### src/rtl/frame_reader_if.sv
// Frame-memory read bus plus pixel stream toward the panel driver.
//   ram_addr_x/ram_addr_y : column/row address into the frame memory
//   ram_data              : pixel at that address, combinational
//   pix_data/pix_valid/pix_ready : registered pixel with valid/ready handshake
//   pix_sof/pix_eol/pix_eof      : first pixel, last pixel of line, last pixel of frame
// master = frame_reader side, slave = memory/driver side.
interface frame_reader_if #(
  parameter int unsigned PIX_W = 16
);
  logic [7:0]       ram_addr_x;
  logic [7:0]       ram_addr_y;
  logic [PIX_W-1:0] ram_data;
  logic [PIX_W-1:0] pix_data;
  logic             pix_valid;
  logic             pix_ready;
  logic             pix_sof;
  logic             pix_eol;
  logic             pix_eof;

  modport master (
    output ram_addr_x, ram_addr_y,
    input  ram_data,
    output pix_data, pix_valid, pix_sof, pix_eol, pix_eof,
    input  pix_ready
  );

  modport slave (
    input  ram_addr_x, ram_addr_y,
    output ram_data,
    input  pix_data, pix_valid, pix_sof, pix_eol, pix_eof,
    output pix_ready
  );
endinterface

### src/rtl/frame_reader.sv
// Raster-scan frame reader. One start pulse reads exactly one WIDTH x HEIGHT frame from a
// combinational-read frame memory and presents each pixel on a registered valid/ready stage.
//   clk_24     : clock, rising edge
//   rst        : asynchronous, active-high reset
//   start      : request one frame read, sampled only while idle
//   bus        : frame_reader_if.master (memory address/data, pixel stream and flags)
//   busy       : registered, high while fetching or draining a frame
//   frame_done : one-cycle pulse after the last pixel of a frame is accepted
module frame_reader #(
  parameter int unsigned WIDTH  = 128,
  parameter int unsigned HEIGHT = 160,
  parameter int unsigned PIX_W  = 16
) (
  input  logic           clk_24,
  input  logic           rst,
  input  logic           start,
  frame_reader_if.master bus,
  output logic           busy,
  output logic           frame_done
);

  localparam logic [7:0] XMax = 8'(WIDTH - 1);
  localparam logic [7:0] YMax = 8'(HEIGHT - 1);

  typedef enum logic [1:0] {StIdle, StFetch, StDrain} state_e;

  state_e           state_q, state_d;
  logic [7:0]       x_q, x_d;
  logic [7:0]       y_q, y_d;
  logic [PIX_W-1:0] data_q, data_d;
  logic             valid_q, valid_d;
  logic             sof_q, sof_d;
  logic             eol_q, eol_d;
  logic             eof_q, eof_d;
  logic             busy_q, busy_d;
  logic             done_q, done_d;

  logic load;
  logic last_x;
  logic last_y;

  // Output stage can take a new pixel when empty or when the current one leaves this edge.
  assign load   = !valid_q || bus.pix_ready;
  assign last_x = (x_q == XMax);
  assign last_y = (y_q == YMax);

  always_comb begin
    state_d = state_q;
    x_d     = x_q;
    y_d     = y_q;
    data_d  = data_q;
    valid_d = valid_q;
    sof_d   = sof_q;
    eol_d   = eol_q;
    eof_d   = eof_q;
    busy_d  = busy_q;
    done_d  = 1'b0;

    unique case (state_q)
      StIdle: begin
        x_d = 8'd0;
        y_d = 8'd0;
        if (start) begin
          state_d = StFetch;
          busy_d  = 1'b1;
        end
      end
      StFetch: begin
        if (load) begin
          data_d  = bus.ram_data;
          valid_d = 1'b1;
          sof_d   = (x_q == 8'd0) && (y_q == 8'd0);
          eol_d   = last_x;
          eof_d   = last_x && last_y;
          if (last_x) begin
            x_d = 8'd0;
            if (last_y) begin
              // Last pixel loaded: rewind and wait for it to be taken.
              y_d     = 8'd0;
              state_d = StDrain;
            end else begin
              y_d = y_q + 8'd1;
            end
          end else begin
            x_d = x_q + 8'd1;
          end
        end
      end
      StDrain: begin
        if (valid_q && bus.pix_ready) begin
          valid_d = 1'b0;
          sof_d   = 1'b0;
          eol_d   = 1'b0;
          eof_d   = 1'b0;
          done_d  = 1'b1;
          busy_d  = 1'b0;
          state_d = StIdle;
        end
      end
      default: begin
        state_d = StIdle;
      end
    endcase
  end

  always_ff @(posedge clk_24 or posedge rst) begin
    if (rst) begin
      state_q <= StIdle;
      x_q     <= 8'd0;
      y_q     <= 8'd0;
      data_q  <= '0;
      valid_q <= 1'b0;
      sof_q   <= 1'b0;
      eol_q   <= 1'b0;
      eof_q   <= 1'b0;
      busy_q  <= 1'b0;
      done_q  <= 1'b0;
    end else begin
      state_q <= state_d;
      x_q     <= x_d;
      y_q     <= y_d;
      data_q  <= data_d;
      valid_q <= valid_d;
      sof_q   <= sof_d;
      eol_q   <= eol_d;
      eof_q   <= eof_d;
      busy_q  <= busy_d;
      done_q  <= done_d;
    end
  end

  assign bus.ram_addr_x = x_q;
  assign bus.ram_addr_y = y_q;
  assign bus.pix_data   = data_q;
  assign bus.pix_valid  = valid_q;
  assign bus.pix_sof    = sof_q;
  assign bus.pix_eol    = eol_q;
  assign bus.pix_eof    = eof_q;
  assign busy           = busy_q;
  assign frame_done     = done_q;

endmodule

### src/flat_wrapper.sv
// flat-port wrapper written by rule: the top's interface ports become plain ports
module frame_reader_flat 
#(
  parameter int unsigned WIDTH  = 128,
  parameter int unsigned HEIGHT = 160,
  parameter int unsigned PIX_W  = 16
)
  (clk_24, rst, start, busy, frame_done, bus_ram_addr_x, bus_ram_addr_y, bus_ram_data, bus_pix_data, bus_pix_valid, bus_pix_sof, bus_pix_eol, bus_pix_eof, bus_pix_ready);
  frame_reader_if #(.PIX_W(PIX_W)) bus_i ();
  input  logic clk_24;
  input  logic rst;
  input  logic start;
  output logic busy;
  output logic frame_done;
  output wire logic [$bits(bus_i.ram_addr_x)-1:0] bus_ram_addr_x;
  output wire logic [$bits(bus_i.ram_addr_y)-1:0] bus_ram_addr_y;
  input wire logic [$bits(bus_i.ram_data)-1:0] bus_ram_data;
  output wire logic [$bits(bus_i.pix_data)-1:0] bus_pix_data;
  output wire logic [$bits(bus_i.pix_valid)-1:0] bus_pix_valid;
  output wire logic [$bits(bus_i.pix_sof)-1:0] bus_pix_sof;
  output wire logic [$bits(bus_i.pix_eol)-1:0] bus_pix_eol;
  output wire logic [$bits(bus_i.pix_eof)-1:0] bus_pix_eof;
  input wire logic [$bits(bus_i.pix_ready)-1:0] bus_pix_ready;
  assign bus_ram_addr_x = bus_i.ram_addr_x;
  assign bus_ram_addr_y = bus_i.ram_addr_y;
  assign bus_i.ram_data = bus_ram_data;
  assign bus_pix_data = bus_i.pix_data;
  assign bus_pix_valid = bus_i.pix_valid;
  assign bus_pix_sof = bus_i.pix_sof;
  assign bus_pix_eol = bus_i.pix_eol;
  assign bus_pix_eof = bus_i.pix_eof;
  assign bus_i.pix_ready = bus_pix_ready;
  frame_reader #(.WIDTH(WIDTH), .HEIGHT(HEIGHT), .PIX_W(PIX_W)) u_core (.clk_24(clk_24), .rst(rst), .start(start), .bus(bus_i), .busy(busy), .frame_done(frame_done));
endmodule
### config.mk
export PLATFORM = sky130hd
export DESIGN_NAME = frame_reader_flat
export DESIGN_NICKNAME = d
export VERILOG_FILES = /design/src/rtl/frame_reader_if.sv /design/src/rtl/frame_reader.sv /design/src/flat_wrapper.sv
export SDC_FILE = /design/constraint.sdc
export NUM_CORES = 1
export LEC_CHECK = 0
export BUFFER_PORTS_ARGS = -buffer_cell sky130_fd_sc_hd__buf_2
export CAP_MARGIN = 20
export CORE_MARGIN = 3
export CORE_UTILIZATION = 37
export DETAILED_ROUTE_END_ITERATION = 16
export HOLD_SLACK_MARGIN = 0.03
export PLACE_DENSITY = 0.69
export SLEW_MARGIN = 20
export SYNTH_ARGS = -nofsm -noshare
export SYNTH_HDL_FRONTEND = slang
export SYNTH_SLANG_ARGS = --single-unit
export TNS_END_PERCENT = 20
### constraint.sdc
create_clock -name clk_24 -period 2.1 [get_ports clk_24]
set_clock_uncertainty 0.15 [all_clocks]
set_input_delay 0.42 -clock clk_24 [delete_from_list [all_inputs] [get_ports clk_24]]
set_output_delay 0.42 -clock clk_24 [all_outputs]
set_load 0.02 [all_outputs]
# Word level (Yosys, flattened, before mapping)
# Cells that the tools add are included.
op_classes:
  n_reduce_logical: 17
  n_mux: 26
  n_addsub: 2
  n_eq_ne: 9
op_table:
  columns: ["cell", "count"]
  rows:
  - ["two-way mux 8 bit", 5]
  - ["case mux 8 bit (2 select lines)", 2]
  - ["adder 8 x 1 -> 8 bit (second input constant)", 2]
  - ["logical NOT 8 bit", 2]
  - ["two-way mux 2 bit", 5]
  - ["case mux 1 bit (2 select lines)", 5]
  - ["AND reduction 3 bit", 3]
  - ["== test 8 x 7 -> 1 bit (second input constant)", 1]
  - ["== test 8 bit (second input constant)", 1]
  - ["two-way mux 1 bit", 8]
  - ["inequality test 2 x 1 -> 1 bit (second input constant)", 4]
  - ["case mux 2 bit (3 select lines)", 1]
  - ["nonzero test 2 bit", 3]
  - ["AND reduction 5 bit", 1]
  - ["AND reduction 2 bit", 2]
  - ["logical AND 1 bit", 3]
  - ["== test 2 x 1 -> 1 bit (second input constant)", 1]
  - ["== test 2 bit (second input constant)", 1]
  - ["logical NOT 2 bit", 1]
  - ["inequality test 2 bit (second input constant)", 1]
  - ["logical NOT 1 bit", 1]
  - ["logical OR 1 bit", 1]
word_totals:
  input_bits: 20
  regBits: 40
  output_inout_bits: 38

# Depth between registers and ports, before layout
logic_depth:
  depth_word: 5
  depth_mapped: 6
  ltp_nobuf: 6

# Worst setup path before layout
# OpenSTA, ideal clock, no wires.
synth_timing:
  path_kind: "register -> register"
  start: "register u_core.x_q[0] (netlist: u_core.bus.ram_addr_x[0])"
  end: "register u_core.y_q[2] (netlist: u_core.bus.ram_addr_y[2])"
  required_time_ns: 1.830
  period_less_slack_ns: 1.918
  arrival_time_ns: 1.648
  path_slack_ns: 0.182
  stages_incl_launch_ff: 6
  path_buffers: 0
  cell_sequence: "dfrtp_1 ha_1 and3_1 a21oi_1 nor2_1 a31o_2"
synth_between:
  elab_chain_len: 3
synth_lines:
  columns: ["element", "line", "source"]
  rows:
  - ["from (decl)", "frame_reader.sv:28", "logic [7:0] x_q, x_d;"]
  - ["from (signal assigned)", "frame_reader.sv:109", "x_q <= 8'd0;"]
  - ["from (signal assigned)", "frame_reader.sv:120", "x_q <= x_d;"]
  - ["== test 8 x 7 -> 1 bit", "frame_reader.sv:44", "assign last_x = (x_q == XMax);"]
  - ["inequality test 2 x 1 -> 1 bit (no line)", null, null]
  - ["AND reduction 3 bit (no line)", null, null]
  - ["to (signal assigned)", "frame_reader.sv:121", "y_q <= y_d;"]
  - ["to (decl)", "frame_reader.sv:29", "logic [7:0] y_q, y_d;"]
# No other way between the ends.
# A chain may end at the register's enable or synchronous reset.

# Worst setup path in the final report
# Ends and elaborated chain as after synthesis.

==> out/metrics.cfg <==
[detailed_routing]
drt_iter0_markers=92
detail_route.wl_per_cell_um=13.6
post-route-drc-count=0
firstDrtPassIters=4
avgViaCountPerCell=5.08
route.antenna.remaining_nets=0
detailroute.via_count=1742
drt_wirelength_um=4670

[grt]
first_global_vias=1725
grt.total_usage_pct=17.2
antenna_found_initial=0
grt-ovfl-total=0
largest_net_degree_at_the_start_of_global_routing=41
grt_first_pass_wirelength_um=8270

[synth]
synth.cell_area_mm2=0.00189
post_synth_num_cell_types=37
synth_area_per_cell_um2=9.14
yosysSeqAreaShare_pct=52.9
number_of_nets_produced_by_synthesis=231
yosysTopAreaCellShare_pct=52.9
synth_enable_flop_cells=0
leading_area_contributor_after_synthesis=sky130_fd_sc_hd__dfrtp_1
postSynthCellCount=207
ys.warnings.count=0
ys_top_cells_by_area=sky130_fd_sc_hd__dfrtp_1 53%, sky130_fd_sc_hd__nand2_1 12%, sky130_fd_sc_hd__nor2_1 3.0%, sky130_fd_sc_hd__ha_1 2.6%, sky130_fd_sc_hd__a21oi_1 2.1%
ys_dominant_reg_cell=sky130_fd_sc_hd__dfrtp_1
synth.ff_latch_count=40
asyncSetResetFlopFracSynth_pct=100

[worst_setup_path]
crit_fanout=7
crit_arrival_ns=1.95
worstPathRequired_ns=2.14
r2r_setup_slack_ns=0.19
critPathKind=reg -> reg
rr_endpoint=u_core.bus.ram_addr_y[2]
critPathLaunch=u_core.bus.ram_addr_x[0]
worst_r2r_path_depth=5
worst_setup_path_end_kind=flop
timing.critical_path.to=u_core.bus.ram_addr_y[2]
regToRegStartpoint=u_core.bus.ram_addr_x[0]
critical_path.startpoint_type=flop

[sta]
fin_setup_tns_ns=0
worst_pin_slew_ns=0.500
maxSlewViolCount=0
setup_slack_ns=0.191
hold-worst-slack_ns=0.0822
worst_slew_margin_rel_pct=66.5
hold_violations=0
max_clock_freq_mhz=524
rsz0062_at_grt=no
fin_crit_share_pct=90.9
finalSetupViolations=0
timing.final.crit_period_ns=1.91

[cells_and_area]
multi_input_gate_area_um2=837
layout.cell_area.non_filler_mm2=0.00244
n_antenna_cell=0
final-seq-area_mm2=0.00100
areaGrowthSynthToFinish_pct=29.2
nets=300
post_layout_instance_count_excluding_filler_cells=343
drive_above_1_share_pct=28.6
final.fill_count=496

[clock_network]
clock-sinks=40
cts_root_buf=sky130_fd_sc_hd__clkbuf_8
clk-insertion-delay-late_ns=0.29
cts_buffer_depth=2
htree_num_levels=2
numCtsBuffers=5
number_of_hold_repair_buffers_added_at_the_cts_stage=0
clock_tree_from_tritoncts=built
path_clk_slew_ns=0.07
cts_post_setup_buffers_inserted=0

[hold_path]
hp-class=in -> async

[place]
post-place-cells=336
place_ws_ns=0.0777
portBuffers=57
dp_hpwl_um=3430
gpl.final_weighted_congestion=0.876
placement.cell_area_mm2=0.00231

[power]
power_switching_mw=0.660
comb_power_share_pct=23.3
static-leakage-power_nw=1.28
cellInternalPower_mw=1.52
p_seq_share_pct=43.2
power_frac_clock_pct=33.4
cellPowerDensity_mw_per_mm2=890
netSwitchingFraction_pct=30.4
worst_ir_drop_vdd_mv=0.517

[floorplan]
dieArea_mm2=0.00601
floorplan.io_pins=58
row_count=25
chip_height_um=77.5
floorplan.initialDensity_pct=39.3
design.core.area_mm2=0.00482
die_x_um=77.5

[flow_run]
maxCapViolCount=0

[run_status]
run_status=finished clean

[worst max-delay path, cell delays in order, from the launching register on]
cell and delay, ns:
sky130_fd_sc_hd__dfrtp_1 0.42, sky130_fd_sc_hd__ha_1 0.25, sky130_fd_sc_hd__and3_1 0.23, sky130_fd_sc_hd__a21oi_2 0.29
sky130_fd_sc_hd__nor2_1 0.20, sky130_fd_sc_hd__a31o_2 0.27
[synthesized netlist by cell type, drive strengths merged, types with 4 or more instances]
library cell  instances
a21oi                 8
clkbuf                4
dfrtp                40
ha                    4
inv                   7
nand2                61
nand3                 7
nand4                 4
nor2                 15
nor3                  5
o21ai                 8
o31ai                 4
or4                   4
xnor2                 4
[power groups by stage]
stage | logic (mW) | registers [mW] | clock network (mW)
after floorplan | 0.180 | 1.07 | 0
after global placement | 0.506 | 0.948 | 0
after detailed placement | 0.512 | 0.951 | 0
after CTS | 0.514 | 0.939 | 0.752
after global routing | 0.559 | 0.957 | 0.783
final | 0.508 | 0.940 | 0.728
[how the worst min path moves through the flow]
| stage | startpoint | end | slack (ns) |
|---|---|---|---|
| floorplan | bus_ram_data[0] | u_core.bus.pix_data[0] | 0.38 |
| global placement | u_core.bus.pix_data[6] | u_core.bus.pix_data[6] | 0.30 |
| detailed placement | u_core.bus.pix_data[1] | u_core.bus.pix_data[1] | 0.31 |
| CTS | rst | u_core.bus.pix_data[9] | 0.1 |
| global route | rst | u_core.bus.pix_data[6] | 0.13 |
| finish | rst | u_core.bus.pix_data[14] | 0.08 |
[cell families (layout without fill, tap and decap cells)]
kind of cell	count (synthesis)	in the layout	share of synthesized area, %
compound gates	30	30	9.99
xor+xnor	4	4	1.85
fa+ha+maj	4	4	2.65
buf+inv	13	82	3.04
flops	40	40	52.9
mux	1	1	0.529
simple gates	115	115	29.0
[final cells by class]
cell class | count | share of cell area [%]
sequential | 40 | 40.9
multi-input combinational | 154 | 34.2
timing repair buffer | 68 | 15.0
tap | 67 | 3.43
clock buffer | 5 | 2.81
clock inverter | 2 | 2.46
inverter | 7 | 1.07
[flip-flops by register name (all words and copies together) (netlist names)]
register	cells
u_core.state_q	2
u_core.bus.pix_eof	1
u_core.busy	1
u_core.bus.pix_valid	1
u_core.frame_done	1
u_core.bus.ram_addr_y	8
u_core.bus.pix_sof	1
u_core.bus.ram_addr_x	8
u_core.bus.pix_eol	1
u_core.bus.pix_data	16
[layout by cell type (no fill, tap or decap), types with 2 or more instances in the layout]
cell                        synthesis  routed
sky130_fd_sc_hd__a21oi_1            8       7
sky130_fd_sc_hd__a22o_1             3       3
sky130_fd_sc_hd__a31oi_1            3       3
sky130_fd_sc_hd__and3_1             2       2
sky130_fd_sc_hd__and4_1             3       3
sky130_fd_sc_hd__buf_2              1      57
sky130_fd_sc_hd__buf_4              0      11
sky130_fd_sc_hd__bufinv_16          0       2
sky130_fd_sc_hd__clkbuf_8           0       5
sky130_fd_sc_hd__dfrtp_1           40      40
sky130_fd_sc_hd__ha_1               4       4
sky130_fd_sc_hd__inv_1              7       7
sky130_fd_sc_hd__nand2_1           61      61
sky130_fd_sc_hd__nand3_1            7       7
sky130_fd_sc_hd__nand4_1            4       4
sky130_fd_sc_hd__nor2_1            15      15
sky130_fd_sc_hd__nor3_1             5       5
sky130_fd_sc_hd__nor4_1             3       3
sky130_fd_sc_hd__o21ai_0            8       8
sky130_fd_sc_hd__o31ai_1            4       4
sky130_fd_sc_hd__or4_1              4       4
sky130_fd_sc_hd__xnor2_1            4       4
[metal layers]
metal / global-route usage, % / wire length, um / up-vias
met3: 3.83 / 210 / 13
li1: - / - / 848
met5: 0 / 0 / -
met1: 22.3 / 2050 / 829
met4: 7.47 / 131 / 0
met2: 27.5 / 2270 / 52
[through the flow]
stage               power, mW  util, %
floorplan                1.25        -
global placement         1.45     48.0
detailed placement       1.46     48.0
CTS                      2.20     50.7
global route             2.30     50.8
finish                   2.18     50.8
[what timing repair did]
| action | in CTS | in global routing |
|---|---|---|
| endpoints found under the hold margin | 0 | 0 |
| setup endpoints to repair | 0 | 2 |
| resized for setup | 0 | 1 |
Note: power is estimated with default switching activity, not from simulation.
